### src/rtl/fft_mag_peak.sv
// Magnitude-squared post-processor for the FFT output stream: two-stage pipeline
// with per-bin index tags and an end-of-frame peak report.
module fft_mag_peak #(
  parameter int unsigned N_POINTS = 16,
  parameter int unsigned BIN_W    = 4,
  parameter int unsigned DATA_W   = 16,
  parameter int unsigned MAG_W    = 32
) (
  input  logic              clk,
  input  logic              reset,
  input  logic              in_push,
  input  logic [DATA_W-1:0] in_real,
  input  logic [DATA_W-1:0] in_imag,
  output logic              in_stall,
  output logic              out_push,
  output logic [MAG_W-1:0]  out_mag,
  output logic [BIN_W-1:0]  out_bin,
  input  logic              out_stall,
  output logic              peak_valid,
  output logic [BIN_W-1:0]  peak_bin,
  output logic [MAG_W-1:0]  peak_mag
);

  localparam int unsigned SqW = 2 * DATA_W - 1;
  localparam logic [BIN_W-1:0] LastBin = BIN_W'(N_POINTS - 1);

  logic                      en;
  logic                      accept;
  logic signed [2*DATA_W-1:0] re_ext, im_ext;
  logic [SqW-1:0]            re_sq, im_sq;

  logic                      s1_valid_q;
  logic [SqW-1:0]            s1_re2_q, s1_im2_q;
  logic [BIN_W-1:0]          s1_bin_q;
  logic                      s2_valid_q;
  logic [MAG_W-1:0]          s2_mag_q;
  logic [BIN_W-1:0]          s2_bin_q;
  logic [BIN_W-1:0]          bin_cnt_q;

  logic [BIN_W-1:0]          run_bin_q;
  logic [MAG_W-1:0]          run_mag_q;
  logic                      peak_valid_q;
  logic [BIN_W-1:0]          peak_bin_q;
  logic [MAG_W-1:0]          peak_mag_q;

  logic                      xfer;
  logic                      take;
  logic                      last;

  assign en       = ~out_stall;
  assign accept   = in_push & en;
  assign in_stall = out_stall;

  // A square of a signed value is non-negative and fits in 2*DATA_W-1 bits.
  assign re_ext = (2 * DATA_W)'(signed'(in_real));
  assign im_ext = (2 * DATA_W)'(signed'(in_imag));
  assign re_sq  = SqW'(re_ext * re_ext);
  assign im_sq  = SqW'(im_ext * im_ext);

  always_ff @(posedge clk or negedge reset) begin
    if (!reset) begin
      s1_valid_q <= 1'b0;
      s1_re2_q   <= '0;
      s1_im2_q   <= '0;
      s1_bin_q   <= '0;
      s2_valid_q <= 1'b0;
      s2_mag_q   <= '0;
      s2_bin_q   <= '0;
      bin_cnt_q  <= '0;
    end else if (en) begin
      s1_valid_q <= in_push;
      s1_re2_q   <= re_sq;
      s1_im2_q   <= im_sq;
      s1_bin_q   <= bin_cnt_q;
      s2_valid_q <= s1_valid_q;
      s2_mag_q   <= MAG_W'(s1_re2_q) + MAG_W'(s1_im2_q);
      s2_bin_q   <= s1_bin_q;
      if (accept) bin_cnt_q <= bin_cnt_q + 1'b1;
    end
  end

  assign xfer = s2_valid_q & ~out_stall;
  // Bin 0 always reloads; later bins need a strict win so ties keep the lower index.
  assign take = (s2_bin_q == '0) || (s2_mag_q > run_mag_q);
  assign last = (s2_bin_q == LastBin);

  always_ff @(posedge clk or negedge reset) begin
    if (!reset) begin
      run_bin_q    <= '0;
      run_mag_q    <= '0;
      peak_valid_q <= 1'b0;
      peak_bin_q   <= '0;
      peak_mag_q   <= '0;
    end else begin
      peak_valid_q <= xfer & last;
      if (xfer && take) begin
        run_bin_q <= s2_bin_q;
        run_mag_q <= s2_mag_q;
      end
      if (xfer && last) begin
        peak_bin_q <= take ? s2_bin_q : run_bin_q;
        peak_mag_q <= take ? s2_mag_q : run_mag_q;
      end
    end
  end

  assign out_push   = s2_valid_q;
  assign out_mag    = s2_mag_q;
  assign out_bin    = s2_bin_q;
  assign peak_valid = peak_valid_q;
  assign peak_bin   = peak_bin_q;
  assign peak_mag   = peak_mag_q;

endmodule

### config.mk
export PLATFORM = sky130hd
export DESIGN_NAME = fft_mag_peak
export DESIGN_NICKNAME = d
export VERILOG_FILES = /design/src/rtl/fft_mag_peak.sv
export SDC_FILE = /design/constraint.sdc
export NUM_CORES = 2
export LEC_CHECK = 0
export CAP_MARGIN = 20
export CORE_ASPECT_RATIO = 0.5
export CORE_MARGIN = 4
export CORE_UTILIZATION = 45
export CTS_CLUSTER_SIZE = 24
export DETAILED_ROUTE_END_ITERATION = 10
export GPL_TIMING_DRIVEN = 1
export MAX_ROUTING_LAYER = met4
export SLEW_MARGIN = 20
export SYNTH_ARGS = -nofsm -noshare
export SYNTH_HDL_FRONTEND = slang
export SYNTH_SLANG_ARGS = --single-unit
### constraint.sdc
create_clock -name clk -period 5.8 [get_ports clk]
set_clock_uncertainty 0.1 [all_clocks]
set_input_delay 1.16 -clock clk [delete_from_list [all_inputs] [get_ports clk]]
set_output_delay 1.16 -clock clk [all_outputs]
set_load 0.1 [all_outputs]
**Yosys cells after proc, flatten, opt, wreduce, memory -nomap -nowiden**

Index checks and enable logic that the tools add are counted.

- Logic and storage cells: 30
- Register bits: 181
- Output and inout bits: 75

- $mul: 2
- Mux-type cells: 2
- Eq/ne operators: 1
- Bitwise operators: 4
- $add $sub $neg: 2
- Reductions and logical operators: 5
- $lt $le $gt $ge: 1

Operators by type and width:

| cell | count |
|---|---|
| $mul A16 B16 Y31 | 2 |
| $add A31 B31 Y32 | 1 |
| $gt A32 B32 Y1 | 1 |
| $mux W32 | 1 |
| $add A4 B1 Y4 const B | 1 |
| $eq A4 B4 Y1 const B | 1 |
| $logic_not A4 Y1 | 1 |
| $mux W4 | 1 |
| $and A1 B1 Y1 | 3 |
| $logic_and A1 B1 Y1 | 2 |
| $reduce_and A2 Y1 | 1 |
| $logic_or A1 B1 Y1 | 1 |
| $not A1 Y1 | 1 |

**Logic depth before layout (Yosys ltp)**

- Depth in word-level cells: 3
- Mapped depth: 24
- Mapped depth without buffers: 23

**Worst setup path before layout**

Ideal clock, no wire load.

- Path kind: input to register
- Start: in in_real[1]
- End: reg s1_re2_q[27]
- Stages on the path: 20
- Arrival: 6.641 ns
- Path buffers: 2
- Setup slack: -1.073 ns
- Required time: 5.568 ns
- Cells stage by stage: clkbuf_1 > clkbuf_1 > nand2_1 > fa_1 > fa_1 > fa_1 > inv_1 > fa_1 > fa_1 > inv_1 > fa_1 > inv_1 > ha_1 > nand4_1 > or4_1 > a21boi_0 > nor3_1 > nor3_1 > o31a_1 > o31ai_1

- Longest elaborated chain between the ends: 1

Ends and longest elaborated chain:

| element | line | source |
|---|---|---|
| start: declaration | 12 | `input logic [DATA_W-1:0] in_real,` |
| $mul A16 B16 Y31 | 57 | `assign re_sq = SqW'(re_ext * re_ext);` |
| end signal: assignment | 72 | `s1_re2_q <= re_sq;` |
| end: declaration | 33 | `logic [SqW-1:0] s1_re2_q, s1_im2_q;` |

No other way between the ends.
A chain may end at the register's enable or synchronous reset.

**Final worst setup path**

- Start: in in_imag[6]
- End: reg s1_im2_q[29]

- Longest elaborated chain between the ends: 1

Ends and longest elaborated chain:

| element | line | source |
|---|---|---|
| start: declaration | 13 | `input logic [DATA_W-1:0] in_imag,` |
| $mul A16 B16 Y31 | 58 | `assign im_sq = SqW'(im_ext * im_ext);` |
| end signal: assignment | 73 | `s1_im2_q <= im_sq;` |
| end: declaration | 33 |  |

No other way between the ends.

==> out/summary.txt <==
Status -> complete, but fails checks
Failing checks -> setup timing
Tmin final -> 6350 ps
CTS clk-pin slew, worst paths -> 70 ps
Layout cells sized above 1 -> 28.9%
Via Count -> 20800
Async S/R FF share, synth -> 100%
Sum Neg Setup Slack -> -11410 ps
First-pass GRT wire length -> 115000 µm
Clk_lat worst skew -> 450 ps
Area grow syn2layout -> 30.1%
Chip width -> 353 µm
Syn nets -> 3572
Port bufs -> 110
Gate Count Post-Synth -> 2844
Worst hold slack -> 364 ps
Max Cap Violations -> 0
Row count -> 62
Hold buffers post-CTS -> 0
DP HPWL -> 55800 µm
Slowest CP cell -> fa_1
Unrepaired setup endpoints after global routing -> true
Total Wirelength -> 68800 µm
Critical path cell sequence -> buf_12 -> buf_12 -> buf_6 -> fa_1 -> inv_2 -> fa_2 -> fa_1 -> inv_2 -> fa_1 -> fa_1 -> inv_2 -> fa_1 -> inv_2 -> ha_4 -> and3_4 -> nand3_4 -> o21ai_4 -> nor4_4 -> buf_4 -> o21ai_4 -> a21oi_2 -> or4_1 -> a31oi_1
CP delay by family, top -> adder cells
Final setup viols -> 36
Ports -> 111
CTS buffer count -> 17
Gr ovfl total -> 0
GRT met1 Usage -> 33.0%
Clock root buffer -> clkbuf_16
Global-route track usage on met2 -> 35.1%
Actual slew at the worst max-slew pin -> 1100 ps
Buf/Inv on CP -> 8
Hold WC Path Type -> reg -> reg
Die area -> 63600 µm²
YS warnings -> 0
Critical path class -> in -> reg
Fin worst setup slack -> -553 ps
Sequential area share after synthesis -> 16.8%
Num Clock Sinks -> 179
Initial core utilization -> 46.0%
Met3 Track Usage GR -> 3.15%
WL per Instance -> 16.6 µm
Syn Std Cell Area -> 26700 µm²
Crit end category -> register
Nets@finish -> 4082
Number of synthesized register bits -> 179
Placer Congestion -> 0.902
Unique masters post-synth -> 72
CTS tree -> built
Final Cycle Share -> 110%
Clock Path Buffers -> 2
Htree depth -> 4
Die Height -> 180 µm
Largest net degree at the start of global routing -> 100
Critical path peak fanout -> 6
Worst path required time -> 6070 ps
Vias in the first global route -> 22000
Cell mode on critical path -> fa_1
Slew Viols, Final -> 0
Final Hold Viols -> 0
Post-route ant nets -> 0
DRC viols -> 0
GRT Resource Usage Total -> 22.8%
Initial antenna violation count -> 0
Core area -> 58100 µm²
F_max -> 0.157 GHz
DR iter-0 viols -> 1092
Max stage delay on crit path -> 540 ps
Slew HR -> 26.3%
Via density -> 5.02
Worst path arrival time -> 6630 ps
Dominant synthesized flop cell -> dfrtp_1
Avg Synthesized Cell Area -> 9.40 µm²
Drt first pass iters -> 5
Grt peak-use layer -> met2
CP startpoint kind -> input port
Number of synthesized flops with an enable pin -> 0
==> layout make-up <==
cell class / count / area (µm²)
antenna: 1 / 2.50
sequential: 179 / 4480
clock buffer: 19 / 443
tap: 768 / 961
inverter: 684 / 2610
multi-input combinational: 1881 / 20900
fill: 4918 / 23300
clock inverter: 13 / 173
timing repair buffer: 591 / 5180
==> path summary, 6_finish.rpt <==
path	from	to	slack [ps]	cells after the start
setup / recovery	in_imag[6]	s1_im2_q[29]	-550	23
hold / removal	bin_cnt_q[3]	bin_cnt_q[3]	360	1
setup reg to reg	out_mag[31]	run_mag_q[28]	2190	9
hold reg to reg	bin_cnt_q[3]	bin_cnt_q[3]	360	1
max in group asynchronous	reset	s1_im2_q[23]	3820	2
min in group asynchronous	reset	out_mag[12]	700	1
==> synth_stat cells (29+ instances only) <==
cell / n / area share (%)
dfrtp_1: 179 / 17
o211ai_1: 39 / 1.1
fa_1: 458 / 34
a21o_1: 42 / 1.2
ha_1: 234 / 11
nor2_1: 141 / 2.0
xnor2_1: 68 / 2.2
a31oi_1: 42 / 0.98
nand2_1: 258 / 3.6
a21oi_1: 63 / 1.2
o21ai_0: 92 / 1.7
clkbuf_1: 91 / 1.3
and2_1: 65 / 1.5
nand3_1: 53 / 0.99
mux2_4: 29 / 1.6
inv_1: 682 / 9.6
==> kinds of logic after synthesis <==
group,Yosys count,synth area share (%)
adder cells (fa/ha/maj),692,45.2
buffers and inverters,784,11.2
AO/OA/AOI/OAI,392,9.60
AND/OR/NAND/NOR,649,11.4
flip-flops,179,16.8
XOR/XNOR,90,2.95
multiplexers,58,2.84
==> flip-flops by register name, indices dropped and copies added (netlist names) <==
| signal | cells |
|---|---|
| peak_mag | 32 |
| s1_valid_q | 1 |
| s1_bin_q | 4 |
| bin_cnt_q | 4 |
| run_mag_q | 32 |
| s1_re2_q | 30 |
| peak_valid | 1 |
| run_bin_q | 4 |
| peak_bin | 4 |
| out_push | 1 |
| s1_im2_q | 30 |
| out_bin | 4 |
| out_mag | 32 |
==> cells in the final DEF, fill, tap and decap left out, types with 21 or more instances in the layout <==
master and count:
mux2_2 26, o211ai_1 39, a31oi_1 39, a21oi_2 22, o21ai_0 62, inv_1 619, ha_4 33, o21ai_1 22
xnor2_1 54, fa_1 408, fa_2 50, ha_1 195, a21oi_1 36, buf_6 70, mux2_4 30, and2_1 40
nor2_1 116, nand2_1 213, buf_4 405, nand2_2 26, nand3_1 46, dfrtp_1 179, inv_2 55, o21a_1 21
a21o_1 42, clkdlybuf4s50_1 75, and2_4 25
==> layer usage <==
| layer | vias to the layer above | wire length (µm) |
|---|---|---|
| met4 | 0 | 847 |
| met1 | 10400 | 33600 |
| li1 | 9942 | - |
| met3 | 56 | 3050 |
| met5 | - | 0 |
| met2 | 358 | 31200 |
==> through the flow <==
step	cells	area, µm²	util, %	setup WS, ps
global placement	4010	31900	54.9	-1390
finish	4136	34800	59.8	-553
global route	4135	34800	59.8	-683
detailed placement	4010	31900	54.9	-1480
floorplan	2844	27500	-	-614
CTS	4113	34100	58.8	-556
==> timing repair <==
action	CTS	global route
gates resized for setup	442	142
setup buffers	72	32
cloned	4	0
setup endpoints to repair	44	42
pin swaps	222	142
hold endpoints to repair	0	0
Power is left out: the tool's default activity adds up to more than one toggle a clock period on the data nets, which glitch-free logic cannot reach.
